### src/rtl/ro_puf_eval.sv
// Ring-oscillator PUF evaluator: compares rising-edge counts of selected oscillator pairs
// over a programmable window and assembles a multi-bit response with a tie mask.
module ro_puf_eval #(
  parameter int NUM_RO    = 32,
  parameter int SEL_W     = 5,
  parameter int CNT_W     = 16,
  parameter int WIN_W     = 16,
  parameter int RESP_BITS = 8
) (
  input  logic                   clk,
  input  logic                   rst_n,
  input  logic                   ena,
  input  logic                   start,
  input  logic [2*SEL_W-1:0]     challenge,
  input  logic [WIN_W-1:0]       win_len,
  input  logic [NUM_RO-1:0]      ro_in,
  output logic                   ro_en,
  output logic                   busy,
  output logic                   resp_valid,
  output logic [RESP_BITS-1:0]   response,
  output logic [RESP_BITS-1:0]   tie_mask
);

  localparam int K_W = (RESP_BITS > 1) ? $clog2(RESP_BITS) : 1;
  localparam int T_W = (WIN_W > 2) ? WIN_W : 3;

  localparam logic [2:0] IDLE    = 3'd0;
  localparam logic [2:0] SETTLE  = 3'd1;
  localparam logic [2:0] COUNT   = 3'd2;
  localparam logic [2:0] COMPARE = 3'd3;
  localparam logic [2:0] DONE    = 3'd4;

  logic [2:0]           state;
  logic [SEL_W-1:0]     sel_a, sel_b, idx_a, idx_b;
  logic [WIN_W-1:0]     win;
  logic [K_W-1:0]       k;
  logic [T_W-1:0]       tcnt;
  logic [CNT_W-1:0]     cnt_a, cnt_b;
  logic [2:0]           sync_a, sync_b;
  logic                 edge_a, edge_b;
  logic [RESP_BITS-1:0] resp_sh, tie_sh, resp_nx, tie_nx;
  logic                 last_bit, settle_end, count_end;

  always_comb begin
    idx_a      = sel_a + SEL_W'(k);
    idx_b      = sel_b + SEL_W'(k);
    // sync[0], sync[1] form the synchronizer; sync[2] is the previous sample
    edge_a     = sync_a[1] & ~sync_a[2];
    edge_b     = sync_b[1] & ~sync_b[2];
    resp_nx    = resp_sh;
    tie_nx     = tie_sh;
    resp_nx[k] = (cnt_a > cnt_b);
    tie_nx[k]  = (cnt_a == cnt_b);
    last_bit   = (k == K_W'(RESP_BITS - 1));
    settle_end = (tcnt == T_W'(3));
    count_end  = (tcnt == T_W'(win - WIN_W'(1)));
    busy       = (state == SETTLE) || (state == COUNT) || (state == COMPARE);
    ro_en      = ena && busy;
    resp_valid = (state == DONE);
  end

  always_ff @(posedge clk) begin
    if (!rst_n) begin
      state    <= IDLE;
      sel_a    <= '0;
      sel_b    <= '0;
      win      <= '0;
      k        <= '0;
      tcnt     <= '0;
      cnt_a    <= '0;
      cnt_b    <= '0;
      sync_a   <= '0;
      sync_b   <= '0;
      resp_sh  <= '0;
      tie_sh   <= '0;
      response <= '0;
      tie_mask <= '0;
    end else begin
      sync_a <= {sync_a[1:0], ro_in[idx_a]};
      sync_b <= {sync_b[1:0], ro_in[idx_b]};
      if (!ena) begin
        state <= IDLE;
      end else begin
        case (state)
          IDLE: begin
            if (start) begin
              sel_a <= challenge[SEL_W-1:0];
              sel_b <= challenge[2*SEL_W-1:SEL_W];
              win   <= (win_len == '0) ? WIN_W'(1) : win_len;
              k     <= '0;
              tcnt  <= '0;
              state <= SETTLE;
            end
          end
          SETTLE: begin
            cnt_a <= '0;
            cnt_b <= '0;
            if (settle_end) begin
              tcnt  <= '0;
              state <= COUNT;
            end else begin
              tcnt <= tcnt + T_W'(1);
            end
          end
          COUNT: begin
            if (edge_a && (cnt_a != '1)) cnt_a <= cnt_a + CNT_W'(1);
            if (edge_b && (cnt_b != '1)) cnt_b <= cnt_b + CNT_W'(1);
            if (count_end) begin
              tcnt  <= '0;
              state <= COMPARE;
            end else begin
              tcnt <= tcnt + T_W'(1);
            end
          end
          COMPARE: begin
            resp_sh <= resp_nx;
            tie_sh  <= tie_nx;
            // Outputs load on entry to DONE so they are already valid while resp_valid is high
            if (last_bit) begin
              response <= resp_nx;
              tie_mask <= tie_nx;
              state    <= DONE;
            end else begin
              k     <= k + K_W'(1);
              state <= SETTLE;
            end
          end
          DONE:    state <= IDLE;
          default: state <= IDLE;
        endcase
      end
    end
  end

endmodule

### config.mk
export PLATFORM = sky130hd
export DESIGN_NAME = ro_puf_eval
export DESIGN_NICKNAME = d
export VERILOG_FILES = /design/src/rtl/ro_puf_eval.sv
export SDC_FILE = /design/constraint.sdc
export NUM_CORES = 1
export LEC_CHECK = 0
export CORE_MARGIN = 1
export CORE_UTILIZATION = 43
export DETAILED_ROUTE_END_ITERATION = 16
export PLACE_DENSITY = 0.74
export SYNTH_ARGS = -nofsm -noshare
export SYNTH_HDL_FRONTEND = slang
export SYNTH_SLANG_ARGS = --single-unit
### constraint.sdc
create_clock -name clk -period 4.1 [get_ports clk]
set_clock_uncertainty 0.15 [all_clocks]
set_input_delay 1.23 -clock clk [delete_from_list [all_inputs] [get_ports clk]]
set_output_delay 1.23 -clock clk [all_outputs]
set_load 0.03 [all_outputs]
[After elaboration in Yosys (flattened, before gate mapping)]
Index checks and enable logic that the tools add are counted.
Storage, ports and cells
  register bits: 118
  latch bits: 0
  memory bits (writable): 0
  memory bits (read-only): 0
  bits of input ports: 62
  output and inout bits: 19
  logic and storage cells: 91
  memories: 0
Operators by class
  add/subtract/negate cells: 7
  multipliers: 0
  div/mod/pow operators: 0
  $lt $le $gt $ge: 5
  eq/ne operators: 16
  shift operators: 0
  mux-type cells: 25
  bitwise operators: 4
  reduce and logical (&&, ||, !) cells: 20
Operators by type and width (number)
  $mux 16: 6
  $pmux 16 s2: 2
  $add 16x1->16 const B: 3
  $pmux 16 s3: 1
  $eq 16x16->1: 2
  $ne 16x16->1 const B: 2
  $mux 3: 6
  $reduce_and 3->1: 6
  $bwmux 8: 2
  $eq 16x2->1 const B: 1
  $gt 16x16->1: 1
  $logic_not 16->1: 1
  $sub 16x1->16 const B: 1
  $lt 5x6->1 const B: 2
  $pmux 3 s4: 1
  $add 5x3->5: 2
  $bmux 1 s5: 2
  $ne 2x2->1 const B: 4
  $eq 3x2->1 const B: 2
  $eq 3x3->1 const B: 2
  $pmux 3 s2: 1
  $logic_and 1x1->1: 4
  $lt 3x4->1 const B: 1
  $ne 2x1->1 const B: 2
  other kinds (13): 20

[Logic depth before layout (Yosys ltp)]
Gate-level depths: netlist of the first run.
  word-level depth: 5
  depth in mapped cells: 14
  gate-level depth less buffers: 10

[Worst setup path before layout of the first run]
Ideal clock, no wire load.
  kind: input port to output port
  from: in ena
  to: out ro_en
  arrival: 1.847 ns
  required time: 2.720 ns
  setup slack: 0.873 ns
  cell stages on the path: 3
  path buffers: 1
  cell sequence: nand2b_1 -> clkbuf_1 -> nor2_1
Between the ends
  word-level cells in the longest chain between the ends: 1
RTL lines
  from (decl): RTL line 12  | input logic ena,
  $logic_and 1x1->1: RTL line 58  | ro_en = ena && busy;
  to (decl): RTL line 17  | output logic ro_en,
Every way passes these cells.

[Worst setup path after layout of the first run]
Ends and elaborated chain as after synthesis.

==> flow_summary.ini, run 1 <==
[floorplanning]
coreArea_mm2 = 0.0152
ios = 81
dieWidth_um = 127
fp-row-count = 45
start_util = 0.441
die_y_um = 127
die-area_mm2 = 0.0161

[timing]
fin_ws_ps = 499
drv_slew = 0
hold_viol = 0
rsz0062_at_grt = false
worstMarginPinSlew_ps = 675
max_freq_mhz = 278
finalSetupViolations = 0
finalSetupTns_ps = 0
fin_crit_sh = 0.878
min_period_ps = 3600
max_slew_margin = 0.549

[final_layout]
fill_cells = 1371
syn_to_final_growth_pct = 23.4
drive_above_1_share = 0.0995
nNetsFinal = 943
n_antenna_cell = 0
fin_cells = 1052

[global_routing]
groute.layer.met2.usage = 0.341
grt_use_met1 = 0.254
grt_pass1_wl_mm = 26.3
grtUsageTotal = 0.203
use_met3 = 0.0439
gr-total-overflow = 0
antenna_found_initial = 0
grt_max_degree = 41
top_usage_layer = met2
grt_pass1_vias = 5594

[clocking]
cts_tree = built
ctsResizeCount = 0
htree_levels = 4
postCtsSetupBuffers = 0
clkTransAtPathRegs_ps = 60
cts_root_buf = clkbuf_16
clk_latency_ps = 420
cts_sinks = 118
cts_buffers = 17
hold_buffers = 0
cts_buffer_depth = 2

[drt]
antenna_left = 0
drt_wl_total_mm = 15.5
via_per_inst = 5.51
post_drt_wl_per_cell_um = 14.7
num_vias = 5799
detail_route.iter0.violations = 276
drt_pass1_iterations = 5
drcViolationCount = 0

[placed_design]
portBuffers = 80
preCtsSetupSlack_ps = 299
place_congestion = 0.857
place_inst = 1020
post-dp-hpwl_mm = 11.3

[synthesis]
async_flop_share = 0
synth.top_cells.by_area = dfxtp_1 (35%), mux4_2 (6.7%), a21oi_1 (5.3%), nand2_1 (5.3%), ha_1 (5.2%)
syn_inst = 784
synth_ff_type = dfxtp_1
synth_nets = 876
synth_area_per_cell_um2 = 8.56
post-synth-top-area-fraction = 0.352
yosys_warnings = 0
syn-cell-area_mm2 = 0.00671
synth-edff-count = 0
yosysUniqueCellTypes = 65
yosys.area.top_type = dfxtp_1
ys_seq_elements = 118
seq_area_frac_synth = 0.352

[setup_path]
cp_data_arrival_time_ps = 2220
required_ps = 2720
critPathCaptureType = output port
worstSetupStartpointType = input port
crit_fanout = 3
critPathKind = in -> out

[power]
irDropWorstVdd_uv = 321
p_leak_nw = 3.08
p_total_mw = 2.99
power_density_mw_per_mm2 = 362

[hold_path]
hold_class = reg -> reg

[outcome]
outcome = finished clean

[run]
cap_violations = 0
## critical path: stages
cell	delay (ps)
clkdlybuf4s50_1	500
nand2b_1	100
nor2_1	190
buf_4	200
## cell families after synthesis
family,share of synthesized area
AOI/OAI and AO/OA,0.152
xor gates and xnor gates,0.0679
adders and majority gates,0.0582
buffers and inverters,0.0416
DFF,0.352
muxes,0.100
and+or+nand+nor,0.228
## final timing paths
| check | start | slack (ps) | to | cells past startpoint |
|---|---|---|---|---|
| min reg2reg | sync_a[0] | 280 | sync_a[1] | 1 |
| min | sync_a[0] | 280 | sync_a[1] | 1 |
| max reg2reg | win[0] | 780 | tcnt[15] | 10 |
| max | ena | 500 | ro_en | 4 |
## flip-flops by register name, summed over array words and instances, names as in the netlist
register / cells
sync_b: 3
sync_a: 3
sel_a: 5
cnt_a: 16
resp_sh: 8
response: 8
cnt_b: 16
k: 3
tie_sh: 8
win: 16
state: 3
sel_b: 5
tie_mask: 8
tcnt: 16
## per-stage QoR
step	hold slack (ps)	util	instance area (um2)
global route	301	0.544	8280
floorplan	262	-	6710
global placement	265	0.504	7660
CTS	286	0.544	8280
detailed placement	272	0.504	7660
finish	284	0.544	8280
## report_power, final
group / switching, mW / internal (mW)
registers: 0.0171 / 1.16
clock network: 0.553 / 0.980
logic: 0.129 / 0.150
total: 0.699 / 2.29
## final cells by class
cell class | instances | area (um2) | area share
Multi-Input combinational cell | 597 | 4080 | 0.493
Sequential cell | 118 | 2360 | 0.285
Timing Repair Buffer | 93 | 896 | 0.108
Clock buffer | 19 | 443 | 0.0535
Tap cell | 188 | 235 | 0.0284
Clock inverter | 13 | 173 | 0.0209
Inverter | 24 | 90.1 | 0.0109
## cells in the mapped netlist, drive strengths merged (5+ instances only)
cell,instances
mux2i,21
clkbuf,42
ha,28
nor4,13
nand4,10
o21ai,26
or3,7
xor2,12
a21o,10
nand2,94
and2,6
a211oi,9
a21oi,74
nor2b,9
and3,13
a31oi,13
nor3,22
nand2b,9
xnor2,40
mux4,20
nand3,30
or2,5
dfxtp,118
nor3b,6
inv,24
nor2,72
## cells in the final DEF (no fill, tap or decap), types with 7 or more instances in the layout
master           Yosys  final
nor2b_1              9      9
nor2_1              72     72
mux2i_1             21     21
and3_1              13     13
a21o_1              10     10
o21ai_0             24     24
dfxtp_1            118    118
a211oi_1             8      8
clkdlybuf4s50_1      0     79
nand4_1             10     10
nor4_1              11     10
inv_1               23     23
nand2_1             94     94
ha_1                28     28
buf_4                0     14
nor3_1              20     20
or3_1                7      7
clkbuf_16            0     17
a31oi_1             13     13
nand3_1             30     30
xnor2_1             40     40
nand2b_1             9      9
mux4_2              20     20
a21oi_1             71     71
xor2_1              12     12
## layer usage
metal  share of wire  wire length [um]
met4           0.021               329
met2            0.48              7390
met3           0.039               610
met1            0.46              7160
met5               0                 0
(Power assumes the default switching activity.)
==> inputs of run 2 (changes only) <==
--- a/config.mk
+++ b/config.mk
@@ -9,6 +9,7 @@
 export CORE_UTILIZATION = 43
 export DETAILED_ROUTE_END_ITERATION = 16
 export PLACE_DENSITY = 0.74
+export SLEW_MARGIN = 20
 export SYNTH_ARGS = -nofsm -noshare
 export SYNTH_HDL_FRONTEND = slang
 export SYNTH_SLANG_ARGS = --single-unit
==> results of run 2 <==
The final DEF is identical to that of run 1; final timing and power are the same.
==> inputs of run 3 (changes only) <==
--- a/config.mk
+++ b/config.mk
@@ -5,10 +5,11 @@
 export SDC_FILE = /design/constraint.sdc
 export NUM_CORES = 1
 export LEC_CHECK = 0
+export ABC_AREA = 0
 export CORE_MARGIN = 1
 export CORE_UTILIZATION = 43
 export DETAILED_ROUTE_END_ITERATION = 16
-export PLACE_DENSITY = 0.74
+export PLACE_DENSITY = 0.77
 export SLEW_MARGIN = 20
 export SYNTH_ARGS = -nofsm -noshare
 export SYNTH_HDL_FRONTEND = slang
==> constraint.sdc (replaced) <==
create_clock -name clk -period 3.2 [get_ports clk]
set_clock_uncertainty 0.15 [all_clocks]
set_input_delay 0.96 -clock clk [delete_from_list [all_inputs] [get_ports clk]]
set_output_delay 0.96 -clock clk [all_outputs]
set_load 0.03 [all_outputs]
==> run 3 against run 2 <==
Sequential power rose by 28%. Count of clock-buffer cells in the layout fell by 1. Utilization rose by 0.55 points. Setup slack lost 410 ps. Critical endpoint unchanged. Critical path depth grew 1. Routed wire length rose by 0.23%. Die area unchanged.
==> flow_summary.ini, run 3 (synthesis results as in run 1) <==
[final_layout]
fill_cells = 1373
fin_cells = 1063
fin_area_mm2 = 0.00836
final_common_cell = dfxtp_1
drive_above_1_share = 0.113
n_antenna_cell = 0
final_cell_mix = dfxtp_1 (118), nand2_1 (94), clkdlybuf4s50_1 (79)
nNetsFinal = 954
regArea_mm2 = 0.00236
multi_input_area_mm2 = 0.00408
syn_to_final_growth_pct = 24.6

[floorplanning]
coreArea_mm2 = 0.0152
start_util = 0.441
dieWidth_um = 127
fp-row-count = 45
ios = 81
die-area_mm2 = 0.0161
die_y_um = 127

[timing]
fin_crit_sh = 0.973
whs_ps = 285
min_period_ps = 3120
hold_viol = 0
worstMarginPinSlew_ps = 676
finalSetupTns_ps = 0
finalSetupViolations = 0
max_slew_margin = 0.549
drv_slew = 0
max_freq_mhz = 321
rsz0062_at_grt = false

[placed_design]
post-dp-hpwl_mm = 11.4
place_congestion = 0.844
portBuffers = 80
placed_cell_area_mm2 = 0.00776
place_inst = 1031

[setup_path]
critPathCaptureType = output port
r2r_setup_slack_ps = 180
required_ps = 2090
cp_data_arrival_time_ps = 2010
worstSetupStartpointType = input port
critPathKind = in -> out
crit_fanout = 4

[clocking]
clk_latency_ps = 420
cts_sinks = 118
cts_root_buf = clkbuf_16
cts_buffers = 17
cts_buffer_depth = 2
htree_levels = 4
cts_tree = built
ctsResizeCount = 0
hold_buffers = 0
postCtsSetupBuffers = 0
clkTransAtPathRegs_ps = 50

[drt]
detail_route.iter0.violations = 356
num_vias = 5930
drt_pass1_iterations = 5
drcViolationCount = 0
via_per_inst = 5.58
post_drt_wl_per_cell_um = 14.6
drt_wl_total_mm = 15.5
antenna_left = 0

[outcome]
outcome = finished clean

[power]
p_total_mw = 3.80
p_leak_nw = 3.13
power_density_mw_per_mm2 = 455
irDropWorstVdd_uv = 324

[global_routing]
grtUsageTotal = 0.204
grt_pass1_wl_mm = 26.4
antenna_found_initial = 0
grt_pass1_vias = 5702
gr-total-overflow = 0
grt_max_degree = 33

[run]
cap_violations = 0

[hold_path]
hold_class = reg -> reg
-- run 3: critical path: stages --
cell	delay (ps)
clkdlybuf4s50_1	510
nand2b_1	110
buf_4	160
nor2_1	80
buf_4	170
-- run 3: where the power goes --
part           switching (mW)  internal (mW)  leakage [nW]
Combinational           0.169          0.197          1.88
Sequential             0.0205           1.49         0.954
Clock                   0.735           1.19         0.295
Total                   0.925           2.87          3.13
-- run 3: per-layer routing --
metal | global-route usage | part of all wire | vias to the layer above
met2 | 0.346 | 0.48 | 162
met4 | 0.0819 | 0.018 | 0
met3 | 0.0472 | 0.049 | 23
met5 | 0 | 0 | -
met1 | 0.250 | 0.45 | 2786
li1 | - | - | 2959
-- run 3: final timing paths --
path,from,to,cells past startpoint
worst min-delay path,sync_a[0],sync_a[1],1
worst min register to register,sync_a[0],sync_a[1],1
worst max-delay path,ena,ro_en,5
worst max register to register,win[1],tcnt[15],10
-- run 3: cell type report --
type	instances	share of cell area
multi-input combinational	597	0.488
sequential	118	0.283
timing repair buffer	104	0.119
clock buffer	18	0.0525
tap	188	0.0281
clock inverter	14	0.0195
inverter	24	0.0108
-- run 3: stage by stage --
stage	setup WS [ps]	util
2_1_floorplan	190	-
3_3_place_gp	-21.3	0.510
3_5_place_dp	-218	0.510
4_1_cts	92.3	0.550
5_1_grt	11.5	0.550
6_report	84.9	0.550
